[src/rtl/ram_sweep_engine.sv]
// ram_sweep_engine: sweeps an inclusive address range of a single-port
// synchronous RAM, either filling it (constant or incrementing pattern) or
// verifying it against the same patterns and counting miscompares.
//
// Control handshake: start is a single-cycle request that is only sampled
// while the engine is idle (busy==0 and done==0); there is no ready signal.
// busy is high for the whole sweep and done pulses for exactly one cycle when
// the sweep (or a rejected request) completes. Status outputs hold until the
// next accepted start.
module ram_sweep_engine #(
  parameter int ADDR_WIDTH = 4,
  parameter int DATA_WIDTH = 8,
  parameter int DEPTH      = 16,
  parameter int CNT_WIDTH  = 8
) (
  input  logic                  clk,
  input  logic                  reset,
  input  logic                  start,
  input  logic [1:0]            mode,
  input  logic [ADDR_WIDTH-1:0] start_addr,
  input  logic [ADDR_WIDTH-1:0] end_addr,
  input  logic [DATA_WIDTH-1:0] fill_value,
  output logic                  busy,
  output logic                  done,
  output logic                  range_err,
  output logic                  mismatch,
  output logic [CNT_WIDTH-1:0]  err_count,
  output logic [ADDR_WIDTH-1:0] first_err_addr,
  output logic [ADDR_WIDTH-1:0] mem_addr,
  output logic                  mem_we,
  output logic                  mem_re,
  output logic [DATA_WIDTH-1:0] mem_wdata,
  input  logic [DATA_WIDTH-1:0] mem_rdata,
  output logic [2:0]            dbg_state
);

  typedef enum logic [2:0] {
    ST_IDLE   = 3'd0,
    ST_FILL   = 3'd1,
    ST_VERIFY = 3'd2,
    ST_DRAIN  = 3'd3,
    ST_DONE   = 3'd4
  } state_e;

  // One extra bit so DEPTH == 2**ADDR_WIDTH is still representable.
  localparam logic [ADDR_WIDTH:0] DEPTH_C = (ADDR_WIDTH + 1)'(DEPTH);

  state_e                state_q;
  logic                  incr_q;
  logic [ADDR_WIDTH-1:0] end_q;
  logic [ADDR_WIDTH-1:0] addr_q;
  logic [DATA_WIDTH-1:0] pat_q;
  logic                  busy_q;
  logic                  done_q;
  logic                  we_q;
  logic                  re_q;
  logic [DATA_WIDTH-1:0] wdata_q;
  logic                  range_err_q;
  logic                  mismatch_q;
  logic [CNT_WIDTH-1:0]  err_count_q;
  logic [ADDR_WIDTH-1:0] first_err_q;
  // Compare pipeline: expected word and address of the read issued last cycle.
  logic                  cmp_v_q;
  logic [DATA_WIDTH-1:0] exp_data_q;
  logic [ADDR_WIDTH-1:0] exp_addr_q;

  logic [DATA_WIDTH-1:0] pat_d;
  logic                  last_addr;
  logic                  miscompare;
  logic                  range_bad;

  // Next pattern word, end-of-range detect, compare result and range check.
  always_comb begin
    pat_d      = pat_q + DATA_WIDTH'(incr_q);
    last_addr  = (addr_q == end_q);
    miscompare = cmp_v_q && (mem_rdata != exp_data_q);
    range_bad  = (start_addr > end_addr) || ({1'b0, end_addr} >= DEPTH_C);
  end

  // Sweep FSM with registered RAM-side and status outputs.
  always_ff @(posedge clk) begin
    if (!reset) begin
      state_q     <= ST_IDLE;
      incr_q      <= 1'b0;
      end_q       <= '0;
      addr_q      <= '0;
      pat_q       <= '0;
      busy_q      <= 1'b0;
      done_q      <= 1'b0;
      we_q        <= 1'b0;
      re_q        <= 1'b0;
      wdata_q     <= '0;
      range_err_q <= 1'b0;
      mismatch_q  <= 1'b0;
      err_count_q <= '0;
      first_err_q <= '0;
      cmp_v_q     <= 1'b0;
      exp_data_q  <= '0;
      exp_addr_q  <= '0;
    end else begin
      done_q <= 1'b0;
      case (state_q)
        ST_IDLE: begin
          if (start) begin
            incr_q      <= mode[0];
            end_q       <= end_addr;
            range_err_q <= 1'b0;
            mismatch_q  <= 1'b0;
            err_count_q <= '0;
            first_err_q <= '0;
            cmp_v_q     <= 1'b0;
            if (range_bad) begin
              range_err_q <= 1'b1;
              done_q      <= 1'b1;
              state_q     <= ST_DONE;
            end else begin
              addr_q <= start_addr;
              pat_q  <= fill_value;
              busy_q <= 1'b1;
              if (!mode[1]) begin
                we_q    <= 1'b1;
                wdata_q <= fill_value;
                state_q <= ST_FILL;
              end else begin
                re_q    <= 1'b1;
                state_q <= ST_VERIFY;
              end
            end
          end
        end
        ST_FILL: begin
          if (last_addr) begin
            we_q    <= 1'b0;
            busy_q  <= 1'b0;
            done_q  <= 1'b1;
            state_q <= ST_DONE;
          end else begin
            addr_q  <= addr_q + ADDR_WIDTH'(1);
            pat_q   <= pat_d;
            wdata_q <= pat_d;
          end
        end
        ST_VERIFY: begin
          cmp_v_q    <= 1'b1;
          exp_data_q <= pat_q;
          exp_addr_q <= addr_q;
          if (last_addr) begin
            re_q    <= 1'b0;
            state_q <= ST_DRAIN;
          end else begin
            addr_q <= addr_q + ADDR_WIDTH'(1);
            pat_q  <= pat_d;
          end
        end
        ST_DRAIN: begin
          cmp_v_q <= 1'b0;
          busy_q  <= 1'b0;
          done_q  <= 1'b1;
          state_q <= ST_DONE;
        end
        ST_DONE: begin
          state_q <= ST_IDLE;
        end
        default: begin
          state_q <= ST_IDLE;
        end
      endcase

      // Read data returned this cycle belongs to the read issued last cycle.
      if (miscompare) begin
        mismatch_q <= 1'b1;
        if (!mismatch_q) begin
          first_err_q <= exp_addr_q;
        end
        if (err_count_q != '1) begin
          err_count_q <= err_count_q + CNT_WIDTH'(1);
        end
      end
    end
  end

  assign busy           = busy_q;
  assign done           = done_q;
  assign range_err      = range_err_q;
  assign mismatch       = mismatch_q;
  assign err_count      = err_count_q;
  assign first_err_addr = first_err_q;
  assign mem_addr       = addr_q;
  assign mem_we         = we_q;
  assign mem_re         = re_q;
  assign mem_wdata      = wdata_q;
  assign dbg_state      = state_q;

endmodule

[config.mk]
export PLATFORM = sky130hd
export DESIGN_NAME = ram_sweep_engine
export DESIGN_NICKNAME = d
export VERILOG_FILES = /design/src/rtl/ram_sweep_engine.sv
export SDC_FILE = /design/constraint.sdc
export NUM_CORES = 1
export LEC_CHECK = 0
export CAP_MARGIN = 20
export CORE_ASPECT_RATIO = 0.9
export CORE_MARGIN = 4
export CORE_UTILIZATION = 40
export DETAILED_ROUTE_END_ITERATION = 6
export PLACE_DENSITY = 0.69
export SYNTH_ARGS = -nofsm -noshare
export SYNTH_HDL_FRONTEND = slang
export SYNTH_SLANG_ARGS = --single-unit
[constraint.sdc]
create_clock -name clk -period 2 [get_ports clk]
set_input_delay 0.2 -clock clk [delete_from_list [all_inputs] [get_ports clk]]
set_output_delay 0.2 -clock clk [all_outputs]
set_load 0.01 [all_outputs]
Word level (Yosys, flattened, before mapping)
Cells that the tools add are included.
{ "totals": {"regBits": 59, "word_cells": 100} }
{ "op_classes": {"n_eq_ne": 14, "addsub": 3, "magnitude_cmp": 1, "mux": 46, "reduce_logical": 19} }
{ "op_table": {"columns": ["cell", "n"], "rows": [
  ["$mux 8", 10],
  ["$pmux 8 s2", 2],
  ["$mux 4", 7],
  ["$ne 2x2->1 const B", 8],
  ["$mux 1", 15],
  ["$reduce_and 5->1", 3],
  ["$mux 3", 4],
  ["$pmux 3 s4", 1],
  ["$reduce_bool 2->1", 5],
  ["$pmux 1 s3", 3],
  ["$add 8x1->8", 1],
  ["$add 8x1->8 const B", 1],
  ["$ne 8x8->1", 1],
  ["$ne 8x8->1 const B", 1],
  ["$pmux 4 s2", 1],
  ["$reduce_and 4->1", 2],
  ["$eq 3x2->1 const B", 2],
  ["$reduce_and 2->1", 3],
  ["$reduce_bool 3->1", 2],
  ["$add 4x1->4 const B", 1],
  ["$eq 4x4->1", 1],
  ["$gt 4x4->1", 1],
  ["$pmux 1 s2", 2],
  ["$eq 3x1->1 const B", 1],
  ["other kinds (5)", 5]
]} }

Longest topological paths before layout
Gate-level depths: netlist of the first run.
{ "logic_depth": {"ltp_word": 4, "depth_mapped": 9, "ltp_nobuf": 8} }

Worst setup path after synthesis of the first run
Ideal clock, no wire load.
{ "synth_path": {"path_kind": "flip-flop to flip-flop", "start": "reg err_count_q[0], in the netlist err_count[0]", "end": "reg err_count_q[2], in the netlist err_count[2]", "path_slack_ns": 0.150, "arrival_time_ns": 1.731, "path_stages_with_launch": 9, "required_ns": 1.880, "period_less_slack_ns": 1.850, "path_cell_list": "dfxtp_1 -> ha_1 -> and3_1 -> nand3_1 -> nor2_1 -> or2_1 -> and3_1 -> clkbuf_1 -> a211o_1"} }
{ "synth_via": {"elab_chain_cells": 3, "elab_cells_between_ends": 4} }
{ "synth_lines": {"columns": ["item", "line", "rtl"], "rows": [
  ["start, declared", "60", "logic [CNT_WIDTH-1:0] err_count_q;"],
  ["start signal, assigned", "176", "err_count_q <= err_count_q + CNT_WIDTH'(1);"],
  ["$add 8x1->8 / $ne 8x8->1 (equally long branches)", "176, 175", null],
  ["$mux 8 *", "175", "if (err_count_q != '1) begin"],
  ["$mux 8 *", "170", "if (miscompare) begin"]
]} }
Mark *: on every way between the ends. The rest lies on a longest branch, timed or not.
A chain may end at the register's enable or synchronous reset.

Worst setup path in the final report of the first run
{ "layout_path": {"start": "in end_addr[3]", "end": "reg wdata_q[1], in the netlist mem_wdata[1]"} }
{ "layout_via": {"elab_chain_cells": 3} }
{ "layout_lines": {"columns": ["item", "line", "rtl"], "rows": [
  ["start, declared", "21", "input logic [ADDR_WIDTH-1:0] end_addr,"],
  ["$gt 4x4->1", "77", "range_bad = (start_addr > end_addr) || ({1'b0, end_addr} >= DEPTH_C);"],
  ["$ne 2x2->1 (no source line)", null, null],
  ["$reduce_and 5->1 (no source line)", null, null],
  ["end signal, assigned", "122", "wdata_q <= fill_value;"],
  ["end signal, assigned", "140", "wdata_q <= pat_d;"],
  ["end, declared", "57", "logic [DATA_WIDTH-1:0] wdata_q;"]
]} }
No other way between the ends.

==> out/metrics.cfg, run 1 <==
[final_layout]
fin_cells=556
regArea_mm2=0.00118
drive_gt1_share_pct=14.1
final_area_mm2=0.00429
syn2layout_area_growth_pct=39.3
n_antenna_cell=0
final_core_util_pct=57.2
fillers=703
final_nets=492
multi_input_area_mm2=0.00183

[route]
num_vias=2910
ant_nets=0
drt-pass1-iter-count=4
drt_iter0_markers=129
drt-total-wl_um=7950
drc=0
wl_per_cell_um=14.3
post_drt_via_cell_ratio=5.23

[timing]
fin_crit_ns=1.90
hold_viol=0
tightest_slew_ns=0.438
fin_hold_ws_ns=0.180
slew_violations=0
setup_violations=0
clock_skew_ns=0.00813
slew-limit-headroom_pct=70.6
finalCritPeriodShare_pct=95.1
fmax_ghz=0.526
fin_ws_ns=0.0971

[clock_tree]
cts_buffers=9
cts_setup_buffers=0
clkTransAtPathRegs_ns=0.07
clk_path_buf_depth=2
clkSinkCount=59
clockRootBuffer=clkbuf_8
htreeDepth=3
clock_latency_ns=0.34
cts_tree=done

[global_routing]
overflow=0
grt_pass1_wl_um=13100
antenna_found_initial=0
first_global_vias=2784
grt_max_degree=58
grt_use_total_pct=17.8

[worst_hold_path]
holdPathEnd=end_q[2]
hold_depth=3
hp-class=in2reg
hold_start=end_addr[2]

[critical_path]
arrival_ns=2.17
rr_worst_depth=7
slowest_stage=clkdlybuf4s50_1
crit_required_ns=2.27
r2r_start=err_count[0]
critPathTopFamily=buffers and inverters
r2r-end=err_count[5]
critPathKind=in2reg
path_max_fanout=4
worst_path_largest_cell_delay_ns=0.48
crit_chain=clkdlybuf4s50_1 > inv_1 > ha_1 > o21ai_2 > a21oi_2 > o21a_1 > buf_4 > or3_4 > a2bb2oi_1 > a21boi_1
r2r_setup_slack_ns=0.12
endpoint_kind=register
cp_num_buf_inv=3
worstSetupStartpointType=primary input

[floorplan]
core_mm2=0.00751
die_w_um=100
start_util_pct=41.0
die_y_um=91.2
dieArea_mm2=0.00917
row_count=30
pin_count=62

[run_status]
outcome=complete, no violations

[logic_synthesis]
synth.top_cells.by_count=nand2_1 (78), dfxtp_1 (59), a21boi_0 (30), nor2_1 (21), nand3_1 (17)
syn-num-nets=407
synth_largest_area_cell=dfxtp_1
ys.warnings.count=0
synth.most_common_cell=nand2_1
yosysTopAreaCellShare_pct=38.4
yosys_register_bits=59
async_reset_ff_share_pct=0
synth_edf_count=0
synth_area_leaders=dfxtp_1 (38%), nand2_1 (9.5%), a21boi_0 (7.3%), ha_1 (3.3%), xor2_1 (3.1%)
synthCells=370
ys_seq_area_share_pct=38.4
avgSynthCellArea_um2=8.32
synth_cell_type_count=57
yosys_most_used_dff=dfxtp_1
syn-cell-area_mm2=0.00308

[placed_design]
place_worst_setup_slack_ns=-0.415
dpl.cell_count=540
post_dp_cell_area_mm2=0.00399
dpl.hpwl_um=5760
io_buffer_count=61
place_congestion=0.852

[power]
netSwitchingPower_uw=1250
clock_power_share_pct=33.1
powerDensity_mw_per_mm2=945
p_sw_share_pct=30.9
p_leak_uw=0.00169
pwr-share-comb_pct=31.5
pwr-share-seq_pct=35.4
ir_drop_mv=0.415
p_int_uw=2800

[job]
cap_violations=0

## worst reg2reg max path: stages, from the launching register on
cell     delay (ns)
dfxtp_1        0.34
ha_1           0.23
and3_1         0.21
nand3_1        0.12
nor2_1         0.08
or2_1          0.22
and3_2         0.27
a211o_1        0.30
## per-layer routing
metal | wire length, µm | track usage [%] | vias up
met1 | 3720 | 23.8 | 1371
li1 | - | - | 1470
met5 | 0 | 0 | -
met2 | 3680 | 27.9 | 60
met3 | 435 | 4.99 | 9
met4 | 104 | 5.27 | 0
## power groups by stage
stage                     clock network [µW]  registers [µW]  logic [µW]
after global placement                     0            1460        1220
after global routing                    1420            1460        1390
after floorplan                            0            1460         687
after CTS                               1370            1440        1260
after detailed placement                   0            1460        1230
final                                   1340            1440        1280
## how the worst max path moves through the flow
| stage | start | endpoint | slack (ns) | depth (start not counted) |
|---|---|---|---|---|
| finish | end_addr[3] | mem_wdata[1] | 0.1 | 10 |
| global route | end_addr[3] | mem_wdata[0] | -0.003 | 10 |
| detailed placement | end_addr[2] | mem_wdata[2] | -0.41 | 9 |
| CTS | start_addr[2] | mem_wdata[1] | 0.02 | 9 |
| global placement | end_addr[2] | mem_wdata[2] | -0.34 | 9 |
| floorplan | err_count[0] | err_count[2] | 0.15 | 8 |
## flip-flops by register name, indices dropped and copies added, names as in the netlist, 4 cells and up
name            cells
end_q               4
err_count           8
exp_addr_q          4
exp_data_q          8
first_err_addr      4
mem_addr            4
mem_wdata           8
pat_q               8
## cell type report
type | count | area share, %
clock inverters | 4 | 2.27
flip-flops and latches | 59 | 27.5
well taps | 96 | 2.80
clock buffers | 12 | 3.38
multi-input cells | 285 | 42.6
repair buffers | 94 | 20.9
inverters | 6 | 0.525
## repair_timing
| action | 4_1_cts | 5_1_grt |
|---|---|---|
| hold buffers | 0 | 0 |
| resized for setup | 6 | 12 |
| pin swaps | 2 | 6 |
| endpoints found under the setup margin | 5 | 17 |
## placed cells by master (no fill, tap or decap), types with 4 or more instances in the layout
cell             count
nor3b_1              6
nand2b_1             4
a21boi_1             9
inv_1                4
o211ai_1             4
a21oi_1              7
nand4_1              4
nor2_1              21
a211o_1              8
o31ai_1              4
and2_1               4
o21ai_0             12
a21boi_0            27
nand3_1             17
xnor2_1             10
buf_4               30
clkbuf_8            10
xor2_1              11
ha_1                 7
nand2_1             78
dfxtp_1             59
clkdlybuf4s50_1     58
## logic make-up after synthesis
| logic type | share of synthesized area (%) |
|---|---|
| fa+ha+maj | 3.25 |
| xor+xnor | 5.97 |
| flops | 38.4 |
| mux | 0.650 |
| compound gates | 24.1 |
| simple gates | 23.9 |
| buf+inv | 3.78 |
## metrics by stage
step                setup TNS, ns  total power, µW
floorplan                       0             2140
global placement            -5.81             2680
detailed placement          -7.48             2700
CTS                             0             4070
global route             -0.00271             4280
finish                          0             4050
Note: power is estimated with default switching activity, not from simulation.
==> inputs of run 2 (changes only) <==
--- a/config.mk
+++ b/config.mk
@@ -9,6 +9,7 @@
 export CORE_ASPECT_RATIO = 0.9
 export CORE_MARGIN = 4
 export CORE_UTILIZATION = 40
+export CTS_CLUSTER_DIAMETER = 100
 export DETAILED_ROUTE_END_ITERATION = 6
 export PLACE_DENSITY = 0.69
 export SYNTH_ARGS = -nofsm -noshare
==> constraint.sdc (replaced) <==
create_clock -name clk -period 1.95 [get_ports clk]
set_input_delay 0.195 -clock clk [delete_from_list [all_inputs] [get_ports clk]]
set_output_delay 0.195 -clock clk [all_outputs]
set_load 0.01 [all_outputs]
==> run 2 against run 1 <==
  * Global-route usage is 0.29 points higher
  * Core utilization is 0.53 points higher
  * Cell count is 0.90% higher
  * Flip-flop and latch count stayed put
  * Critical path type unchanged
==> out/metrics.cfg, run 2 (synthesis gave the netlist of run 1 again) <==
[final_layout]
final_area_mm2=0.00433  ; +0.93%
drive_gt1_share_pct=16.3  ; +2.2 points
syn2layout_area_growth_pct=40.6
n_antenna_cell=0  ; unchanged
final_cell_mix=nand2_1 (78), dfxtp_1 (59), clkdlybuf4s50_1 (57)
final_nets=499  ; +1.4%
fillers=671  ; -4.6%
fin_cells=561  ; +0.90%
final_common_cell=nand2_1

[timing]
slew_violations=0  ; unchanged
setup_violations=0  ; unchanged
fin_ws_ns=0.0196  ; -0.0775 ns
finalCritPeriodShare_pct=99.0
setup_tns_ns=0  ; unchanged
slew-limit-headroom_pct=69.0  ; -1.6 points
tightest_slew_ns=0.461  ; +0.0238 ns
fin_crit_ns=1.93
clock_skew_ns=0.00876  ; +0.000626 ns
hold_viol=0  ; unchanged
fmax_ghz=0.518

[route]
drc=0  ; unchanged
wl_per_cell_um=14.4  ; +0.64%
num_vias=2975  ; +2.2%
drt-pass1-iter-count=4  ; unchanged
post_drt_via_cell_ratio=5.30  ; +1.3%
drt_iter0_markers=115  ; -11%
ant_nets=0  ; unchanged
drt-total-wl_um=8070  ; +1.5%

[critical_path]
crit_chain=clkdlybuf4s50_1 > ha_4 > o21ai_2 > a21oi_2 > o21a_1 > buf_4 > o22ai_2 > o21ai_0 > a32o_1
r2r_start=err_count[0]
critPathKind=in2reg
endpoint_kind=register
slowest_stage=clkdlybuf4s50_1
path_max_fanout=4  ; unchanged
worst_path_largest_cell_delay_ns=0.58  ; +0.10 ns
worstSetupStartpointType=primary input
worstSetupStartpoint=start_addr[3]
arrival_ns=2.16  ; about the same
crit_required_ns=2.18  ; -0.09 ns

[global_routing]
grt_pass1_wl_um=13400  ; +2.0%
grt_use_total_pct=18.1  ; +0.29 points
grt_max_degree=58  ; unchanged
overflow=0  ; unchanged
antenna_found_initial=0  ; unchanged
first_global_vias=2897  ; +4.1%

[floorplan]
die_y_um=91.2  ; unchanged
row_count=30  ; unchanged
pin_count=62  ; unchanged
dieArea_mm2=0.00917  ; unchanged
start_util_pct=41.0  ; unchanged
die_w_um=100  ; unchanged
core_mm2=0.00751  ; unchanged

[clock_tree]
clkTransAtPathRegs_ns=0.07  ; about the same
clk_path_buf_depth=2  ; unchanged
cts_buffers=9  ; unchanged
htreeDepth=3  ; unchanged
hold_buffers=0  ; unchanged
clockRootBuffer=clkbuf_8
cts_tree=done
cts_setup_buffers=0  ; unchanged
clock_latency_ns=0.34  ; about the same
clkSinkCount=59  ; unchanged

[placed_design]
post_dp_cell_area_mm2=0.00403  ; +1.1%
dpl.hpwl_um=5960  ; +3.5%
place_congestion=0.838  ; -1.6%
place_worst_setup_slack_ns=-0.405  ; +0.00972 ns
io_buffer_count=61  ; unchanged
dpl.cell_count=546  ; +1.1%

[power]
ir_drop_mv=0.552  ; +33%
finalPower_uw=3960  ; -2.4%
powerDensity_mw_per_mm2=914  ; -3.3%
p_leak_uw=0.00173  ; +1.9%

[job]
cap_violations=0  ; unchanged

[run_status]
outcome=complete, no violations

[worst_hold_path]
hp-class=in2reg
hold_start=end_addr[2]

==> run 2: layout make-up <==
class | instances | area (µm²) | area share [%]
well taps | 96 | 120 | 2.77
clock inverters | 2 | 35.0 | 0.809
inverters | 6 | 22.5 | 0.520
flip-flops and latches | 59 | 1180 | 27.3
repair buffers | 101 | 947 | 21.9
clock buffers | 12 | 165 | 3.81
multi-input cells | 285 | 1860 | 42.9
==> run 2: worst paths after layout <==
kind | to | slack, ns | cells past startpoint
max | mem_addr[2] | 0.02 | 9
min | end_q[2] | 0.18 | 3
min reg2reg | mem_wdata[4] | 0.45 | 2
max reg2reg | err_count[2] | 0.10 | 7
==> run 2: what timing repair did <==
action | 4_1_cts | 5_1_grt
gates resized for setup | 3 | 20
gates cloned | 0 | 1
pin swaps | 1 | 2
setup endpoints to repair | 8 | 24
==> run 2: per-layer routing <==
metal	routed length, µm	global-route usage (%)
met5	0	0
met4	84	5.05
met3	486	5.30
met2	3770	29.1
met1	3720	23.5
==> run 2: through the flow <==
stage / utilization (%) / hold WS [ns]
2_1_floorplan: - / 0.340
6_report: 57.7 / 0.179
3_5_place_dp: 53.7 / 0.446
3_3_place_gp: 53.7 / 0.447
4_1_cts: 56.6 / 0.449
5_1_grt: 57.7 / 0.166
==> run 2: power by group <==
part	switching [µW]	internal, µW
sequential	131	1340
combinational	677	670
clock	467	678
total	1280	2680
==> run 2: worst max-delay path, delay by kind of cell <==
kind / cells / cell delay (ns)
buf+inv: 2 / 0.73
compound gates: 6 / 0.99
fa+ha+maj: 1 / 0.24
